$ cat src/rtl/prog_loader_ctrl_if.sv
// Byte stream, CPU memory request and shared memory port bundle for the program loader.
interface prog_loader_ctrl_if #(
    parameter int unsigned ADDR_WIDTH = 10
) ();
    logic [7:0]            byteIn;
    logic                  byteValid;
    logic [ADDR_WIDTH-1:0] cpuAddr;
    logic [31:0]           cpuDin;
    logic [3:0]            cpuWe;
    logic                  cpuEn;
    logic [ADDR_WIDTH-1:0] memAddr;
    logic [31:0]           memDin;
    logic [3:0]            memWe;
    logic                  memEn;
    logic                  cpuHold;
    logic                  busy;
    logic                  loadDone;
    logic                  loadErr;

    modport master (
        input  byteIn, byteValid, cpuAddr, cpuDin, cpuWe, cpuEn,
        output memAddr, memDin, memWe, memEn, cpuHold, busy, loadDone, loadErr
    );

    modport slave (
        output byteIn, byteValid, cpuAddr, cpuDin, cpuWe, cpuEn,
        input  memAddr, memDin, memWe, memEn, cpuHold, busy, loadDone, loadErr
    );
endinterface

$ cat src/rtl/prog_loader_ctrl.sv
// Serial program download controller: parses sync/count/payload/checksum frames,
// packs payload into 32-bit memory writes and holds the CPU until a good image lands.
module prog_loader_ctrl #(
    parameter int unsigned ADDR_WIDTH = 10,
    parameter logic [7:0]  SYNC_BYTE  = 8'hA5,
    parameter logic [19:0] TIMEOUT    = 20'd1000000
) (
    input logic                clkMem,
    input logic                rstn,
    prog_loader_ctrl_if.master bus
);
    localparam int unsigned IDX_W = ADDR_WIDTH + 1;
    localparam int unsigned DEPTH = 1 << ADDR_WIDTH;

    typedef enum logic [2:0] {IDLE, CNT_LO, CNT_HI, DATA, CSUM, DONE, ERROR} stateT;

    stateT                 state, stateNext;
    logic [15:0]           wordCnt, wordCntNext;
    logic [IDX_W-1:0]      wordIdx, wordIdxNext;
    logic [1:0]            byteCnt, byteCntNext;
    logic [23:0]           shiftReg, shiftNext;
    logic [7:0]            sum, sumNext;
    logic [19:0]           idleCnt, idleNext;
    logic                  wrEn, wrEnNext;
    logic [ADDR_WIDTH-1:0] wrAddr, wrAddrNext;
    logic [31:0]           wrData, wrDataNext;
    logic                  hold, holdNext;
    logic                  busyR, busyNext;
    logic                  done, doneNext;
    logic                  err, errNext;
    logic [15:0]           cntRx;
    logic                  inFrame;

    always_ff @(posedge clkMem or negedge rstn) begin
        if (!rstn) begin
            state    <= IDLE;
            wordCnt  <= '0;
            wordIdx  <= '0;
            byteCnt  <= '0;
            shiftReg <= '0;
            sum      <= '0;
            idleCnt  <= '0;
            wrEn     <= 1'b0;
            wrAddr   <= '0;
            wrData   <= '0;
            hold     <= 1'b0;
            busyR    <= 1'b0;
            done     <= 1'b0;
            err      <= 1'b0;
        end else begin
            state    <= stateNext;
            wordCnt  <= wordCntNext;
            wordIdx  <= wordIdxNext;
            byteCnt  <= byteCntNext;
            shiftReg <= shiftNext;
            sum      <= sumNext;
            idleCnt  <= idleNext;
            wrEn     <= wrEnNext;
            wrAddr   <= wrAddrNext;
            wrData   <= wrDataNext;
            hold     <= holdNext;
            busyR    <= busyNext;
            done     <= doneNext;
            err      <= errNext;
        end
    end

    always_comb begin
        stateNext   = state;
        wordCntNext = wordCnt;
        wordIdxNext = wordIdx;
        byteCntNext = byteCnt;
        shiftNext   = shiftReg;
        sumNext     = sum;
        idleNext    = idleCnt;
        wrEnNext    = 1'b0;
        wrAddrNext  = wrAddr;
        wrDataNext  = wrData;
        holdNext    = hold;
        busyNext    = busyR;
        doneNext    = done;
        errNext     = err;
        cntRx       = {bus.byteIn, wordCnt[7:0]};
        inFrame     = (state == CNT_LO) || (state == CNT_HI) || (state == DATA) || (state == CSUM);

        unique case (state)
            IDLE, DONE, ERROR: begin
                if (bus.byteValid && bus.byteIn == SYNC_BYTE) begin
                    stateNext   = CNT_LO;
                    holdNext    = 1'b1;
                    busyNext    = 1'b1;
                    doneNext    = 1'b0;
                    errNext     = 1'b0;
                    sumNext     = '0;
                    idleNext    = '0;
                    wordIdxNext = '0;
                    byteCntNext = '0;
                end
            end
            CNT_LO: begin
                if (bus.byteValid) begin
                    wordCntNext[7:0] = bus.byteIn;
                    stateNext        = CNT_HI;
                end
            end
            CNT_HI: begin
                if (bus.byteValid) begin
                    wordCntNext = cntRx;
                    if (32'(cntRx) > DEPTH) stateNext = ERROR;
                    else if (cntRx == 16'd0) stateNext = CSUM;
                    else stateNext = DATA;
                end
            end
            DATA: begin
                if (bus.byteValid) begin
                    sumNext     = sum + bus.byteIn;
                    byteCntNext = byteCnt + 2'd1;
                    shiftNext   = {bus.byteIn, shiftReg[23:8]};
                    if (byteCnt == 2'd3) begin
                        // Write goes out next cycle from dedicated regs so the shifter keeps accepting.
                        wrEnNext    = 1'b1;
                        wrAddrNext  = wordIdx[ADDR_WIDTH-1:0];
                        wrDataNext  = {bus.byteIn, shiftReg};
                        wordIdxNext = wordIdx + IDX_W'(1);
                        if (32'(wordIdx) + 32'd1 == 32'(wordCnt)) stateNext = CSUM;
                    end
                end
            end
            CSUM: begin
                if (bus.byteValid) begin
                    if (bus.byteIn == sum) begin
                        stateNext = DONE;
                        doneNext  = 1'b1;
                        holdNext  = 1'b0;
                        busyNext  = 1'b0;
                    end else begin
                        stateNext = ERROR;
                    end
                end
            end
            default: ;
        endcase

        if (inFrame) begin
            if (bus.byteValid) begin
                idleNext = '0;
            end else begin
                idleNext = idleCnt + 20'd1;
                if (idleNext == TIMEOUT) stateNext = ERROR;
            end
        end

        // CPU stays held on abort: the image in memory is not trustworthy.
        if (stateNext == ERROR && state != ERROR) begin
            errNext  = 1'b1;
            busyNext = 1'b0;
        end
    end

    assign bus.memAddr  = hold ? wrAddr : bus.cpuAddr;
    assign bus.memDin   = hold ? wrData : bus.cpuDin;
    assign bus.memWe    = hold ? {4{wrEn}} : bus.cpuWe;
    assign bus.memEn    = hold ? wrEn : bus.cpuEn;
    assign bus.cpuHold  = hold;
    assign bus.busy     = busyR;
    assign bus.loadDone = done;
    assign bus.loadErr  = err;
endmodule

$ cat src/flat_wrapper.sv
// flat-port wrapper written by rule: the top's interface ports become plain ports
module prog_loader_ctrl_flat 
#(
    parameter int unsigned ADDR_WIDTH = 10,
    parameter logic [7:0]  SYNC_BYTE  = 8'hA5,
    parameter logic [19:0] TIMEOUT    = 20'd1000000
)
  (clkMem, rstn, bus_byteIn, bus_byteValid, bus_cpuAddr, bus_cpuDin, bus_cpuWe, bus_cpuEn, bus_memAddr, bus_memDin, bus_memWe, bus_memEn, bus_cpuHold, bus_busy, bus_loadDone, bus_loadErr);
  prog_loader_ctrl_if #(.ADDR_WIDTH(ADDR_WIDTH)) bus_i ();
  input logic clkMem;
  input logic rstn;
  input wire logic [$bits(bus_i.byteIn)-1:0] bus_byteIn;
  input wire logic [$bits(bus_i.byteValid)-1:0] bus_byteValid;
  input wire logic [$bits(bus_i.cpuAddr)-1:0] bus_cpuAddr;
  input wire logic [$bits(bus_i.cpuDin)-1:0] bus_cpuDin;
  input wire logic [$bits(bus_i.cpuWe)-1:0] bus_cpuWe;
  input wire logic [$bits(bus_i.cpuEn)-1:0] bus_cpuEn;
  output wire logic [$bits(bus_i.memAddr)-1:0] bus_memAddr;
  output wire logic [$bits(bus_i.memDin)-1:0] bus_memDin;
  output wire logic [$bits(bus_i.memWe)-1:0] bus_memWe;
  output wire logic [$bits(bus_i.memEn)-1:0] bus_memEn;
  output wire logic [$bits(bus_i.cpuHold)-1:0] bus_cpuHold;
  output wire logic [$bits(bus_i.busy)-1:0] bus_busy;
  output wire logic [$bits(bus_i.loadDone)-1:0] bus_loadDone;
  output wire logic [$bits(bus_i.loadErr)-1:0] bus_loadErr;
  assign bus_i.byteIn = bus_byteIn;
  assign bus_i.byteValid = bus_byteValid;
  assign bus_i.cpuAddr = bus_cpuAddr;
  assign bus_i.cpuDin = bus_cpuDin;
  assign bus_i.cpuWe = bus_cpuWe;
  assign bus_i.cpuEn = bus_cpuEn;
  assign bus_memAddr = bus_i.memAddr;
  assign bus_memDin = bus_i.memDin;
  assign bus_memWe = bus_i.memWe;
  assign bus_memEn = bus_i.memEn;
  assign bus_cpuHold = bus_i.cpuHold;
  assign bus_busy = bus_i.busy;
  assign bus_loadDone = bus_i.loadDone;
  assign bus_loadErr = bus_i.loadErr;
  prog_loader_ctrl #(.ADDR_WIDTH(ADDR_WIDTH), .SYNC_BYTE(SYNC_BYTE), .TIMEOUT(TIMEOUT)) u_core (.clkMem(clkMem), .rstn(rstn), .bus(bus_i));
endmodule
$ cat config.mk
export PLATFORM = sky130hd
export DESIGN_NAME = prog_loader_ctrl_flat
export DESIGN_NICKNAME = d
export VERILOG_FILES = /design/src/rtl/prog_loader_ctrl_if.sv /design/src/rtl/prog_loader_ctrl.sv /design/src/flat_wrapper.sv
export SDC_FILE = /design/constraint.sdc
export NUM_CORES = 1
export LEC_CHECK = 0
export CAP_MARGIN = 20
export CORE_MARGIN = 4
export CORE_UTILIZATION = 55
export DETAILED_ROUTE_END_ITERATION = 10
export PLACE_DENSITY = 0.8
export SLEW_MARGIN = 20
export SYNTH_ARGS = -nofsm -noshare
export SYNTH_HDL_FRONTEND = slang
export SYNTH_SLANG_ARGS = --single-unit
$ cat constraint.sdc
create_clock -name clkMem -period 3.4 [get_ports clkMem]
set_input_delay 0.51 -clock clkMem [delete_from_list [all_inputs] [get_ports clkMem]]
set_output_delay 0.51 -clock clkMem [all_outputs]
set_load 0.05 [all_outputs]
==> flow_summary.ini <==
[outcome]
outcome = finished clean

[floorplanning]
die_h_um = 122
area_of_the_core_mm2 = 0.0126
number_of_placement_rows = 41
die-area_mm2 = 0.0148
start_util_pct = 56.2
floorplan.io_pins = 109
die_width_um = 122

[cts]
tritoncts_clock_tree = built
cts.hold.buffers_added = 0
postCtsResizedCells = 0
clk_latency_ps = 430
clk_path_buf_depth = 2
htree_num_levels = 4
cts.clk_slew.worst_paths_ps = 60
cts_buffers = 17
post_cts.repair.setup_buffers = 0
clock_sink_count = 131
cts.root.buffer_cell = clkbuf_16

[min_path]
hold_class = input port to async pin

[critical_path]
timing.reg2reg.worst_path_depth = 9
timing.critical_path.slowest_stage_cell = a221oi_1
critical_path.n_buffers_inverters = 0
regToRegSetupSlack_ps = 360
worstPathArrival_ps = 3350
worstSetupEndpointType = register
crit_path_kind = register to register
crit_path_start_kind = register
cpPeakStageDelay_ps = 520
path_delay_family = compound AO/OA/AOI/OAI gates
worst_ep_required_time_ps = 3710
r2r-end = u_core.bus.busy
critical_path_cell_by_cell = ha_1, nand2_2, nor2_1, mux2_2, a221oi_1, nand4b_1, a211oi_2, nand4_2, o2111a_1
crit_fanout = 9
worstReg2RegStart = u_core.wordIdx[0]

[finish]
mostFrequentLayoutCell = nand2_1
fraction_of_final_layout_cells_with_drive_strength_greater_than_1_pct = 13.7
syn_to_final_growth_pct = 26.5
antennaDiodeCount = 0
sequential_cell_area_mm2 = 0.00328
nNetsFinal = 964
fillerInstances = 959
multi_input_area_mm2 = 0.00357
most_frequent_cells_in_the_layout = nand2_1 (232), dfrtp_1 (130), clkdlybuf4s50_1 (107)

[pwr]
total_leakage_power_uw = 0.00408
p_per_area_mw_per_mm2 = 620
report.power.total_uw = 5560
power.ir.vdd_worst_v = 0.000454

[global_routing]
grt_pass1_vias = 6308
antenna_found_initial = 0
grtUsageTotal_pct = 26.4
grt.overflow.total = 0
grt_max_degree = 98
wire_length_of_the_first_global_routing_pass_um = 30700

[yosys]
post_synth_num_cell_types = 63
post_synthesis_async_set_or_reset_flop_share_pct = 100
yosys.area.top_type = dfrtp_1
synthFlopType = dfrtp_1
sequential_to_total_area_share_from_yosys_stat_pct = 46.2
synth_edf_count = 0
synthesis.nets = 862
syn-instance-count = 793
synthesis.area_per_instance_um2 = 8.94
ys_top_cells_by_area = dfrtp_1 (46%), nand2_1 (12%), mux2_2 (9.4%)
register_bit_total_from_synthesis = 131
yosysWarningCount = 0
synth.top_cell.area_share_pct = 46.2
netlist_area_mm2 = 0.00709

[timing]
setup_viol = 0
timing.final.crit_share_pct = 89.3
f_max_ghz = 0.329
final_layout_setup_total_negative_slack_ps = 0
tightestPinTransition_ps = 680
min_period_ps = 3040
final.setup_skew_ps = 5.91
slew_headroom_pct = 54.5
grt_setup_unrepaired = false
finalHoldViolCount = 0
timing_max_transition_violations_final = 0

[detailed_routing]
detail_route.wl_per_cell_um = 17.3
drt_iter0_markers = 568
detail_route.wirelength_um = 18700
dr.pass1.iters = 7
route.detailed.drc = 0
detailroute.via_count = 6325
antenna_left = 0
avgViaCountPerCell = 5.86

[flow_run]
drv.max_cap_violation_count = 0

[place]
portBuffers = 108
place_congestion = 0.921
dp.final_hpwl_um = 13000
[cells in the mapped netlist, types with 9 or more instances]
cell type  number
a21oi_1        17
a31oi_1         9
clkbuf_1       28
dfrtp_1       131
ha_1           10
inv_1          14
mux2_2         59
nand2_1       233
nand3_1        22
nand4_1        10
nor2_1         34
nor3_1         15
o21ai_0        62
o31ai_1         9
xnor2_1        13
xor2_1         10
[per-layer routing]
| layer | vias to the layer above | part of all wire, % | track usage (%) |
|---|---|---|---|
| li1 | 2938 | - | - |
| met1 | 3068 | 42 | 35.5 |
| met2 | 271 | 49 | 41.9 |
| met3 | 48 | 6.7 | 5.27 |
| met5 | - | 0 | 0 |
| met4 | 0 | 2.5 | 11.4 |
[per-stage QoR]
step / cells / instance area, um2 / setup WS (ps) / util (%) / hold slack (ps)
after global routing: 1080 / 8960 / 165 / 71.0 / 70.4
after global placement: 1048 / 8350 / 457 / 66.2 / 450
after CTS: 1080 / 8960 / 420 / 71.0 / 46.5
final: 1080 / 8960 / 365 / 71.0 / 36.5
after detailed placement: 1048 / 8350 / 298 / 66.2 / 457
after floorplan: 793 / 7090 / 672 / - / 214
[sequential cells by signal, indices dropped and copies added, names as in the netlist]
signal	cells
u_core.wrData	32
u_core.shiftReg	24
u_core.idleCnt	20
u_core.wordCnt	16
u_core.wordIdx	11
u_core.wrAddr	10
u_core.sum	8
u_core.state	3
u_core.byteCnt	2
u_core.bus.busy	1
u_core.bus.cpuHold	1
u_core.bus.loadDone	1
u_core.bus.loadErr	1
u_core.wrEn	1
[power breakdown]
group	switching, uW	total [uW]	leakage, uW	internal, uW
combinational	868	1550	0.00203	680
sequential	299	2120	0.00175	1820
clock	695	1890	0.000296	1190
[worst max-delay path by stage]
stage,start,end,slack [ps],depth (start not counted)
after detailed placement,bus_byteIn[3],u_core.idleCnt[13],300,9
after global routing,u_core.wordIdx[0],u_core.bus.busy,160,9
after global placement,bus_byteIn[3],u_core.idleCnt[19],460,10
after floorplan,u_core.bus.cpuHold,bus_memEn,670,3
final,u_core.wordIdx[0],u_core.bus.busy,360,9
after CTS,u_core.wordIdx[0],u_core.bus.busy,420,9
[final cells by class]
cell class	count	area share, %
Multi-Input combinational cell	605	39.8
Sequential cell	131	36.6
Timing Repair Buffer	126	13.8
Clock buffer	20	5.09
Tap cell	172	2.40
Clock inverter	12	1.73
Inverter	14	0.586
[kinds of logic (layout without fill, tap and decap cells)]
group,count (synthesis),in the layout,share of synthesized area [%]
simple gates,373,373,23.8
compound gates,137,137,12.0
flops,131,131,46.2
mux,60,60,9.51
buf+inv,57,172,3.48
xor+xnor,23,23,2.84
fa+ha+maj,12,12,2.21
Power figures use the tool's default switching activity.
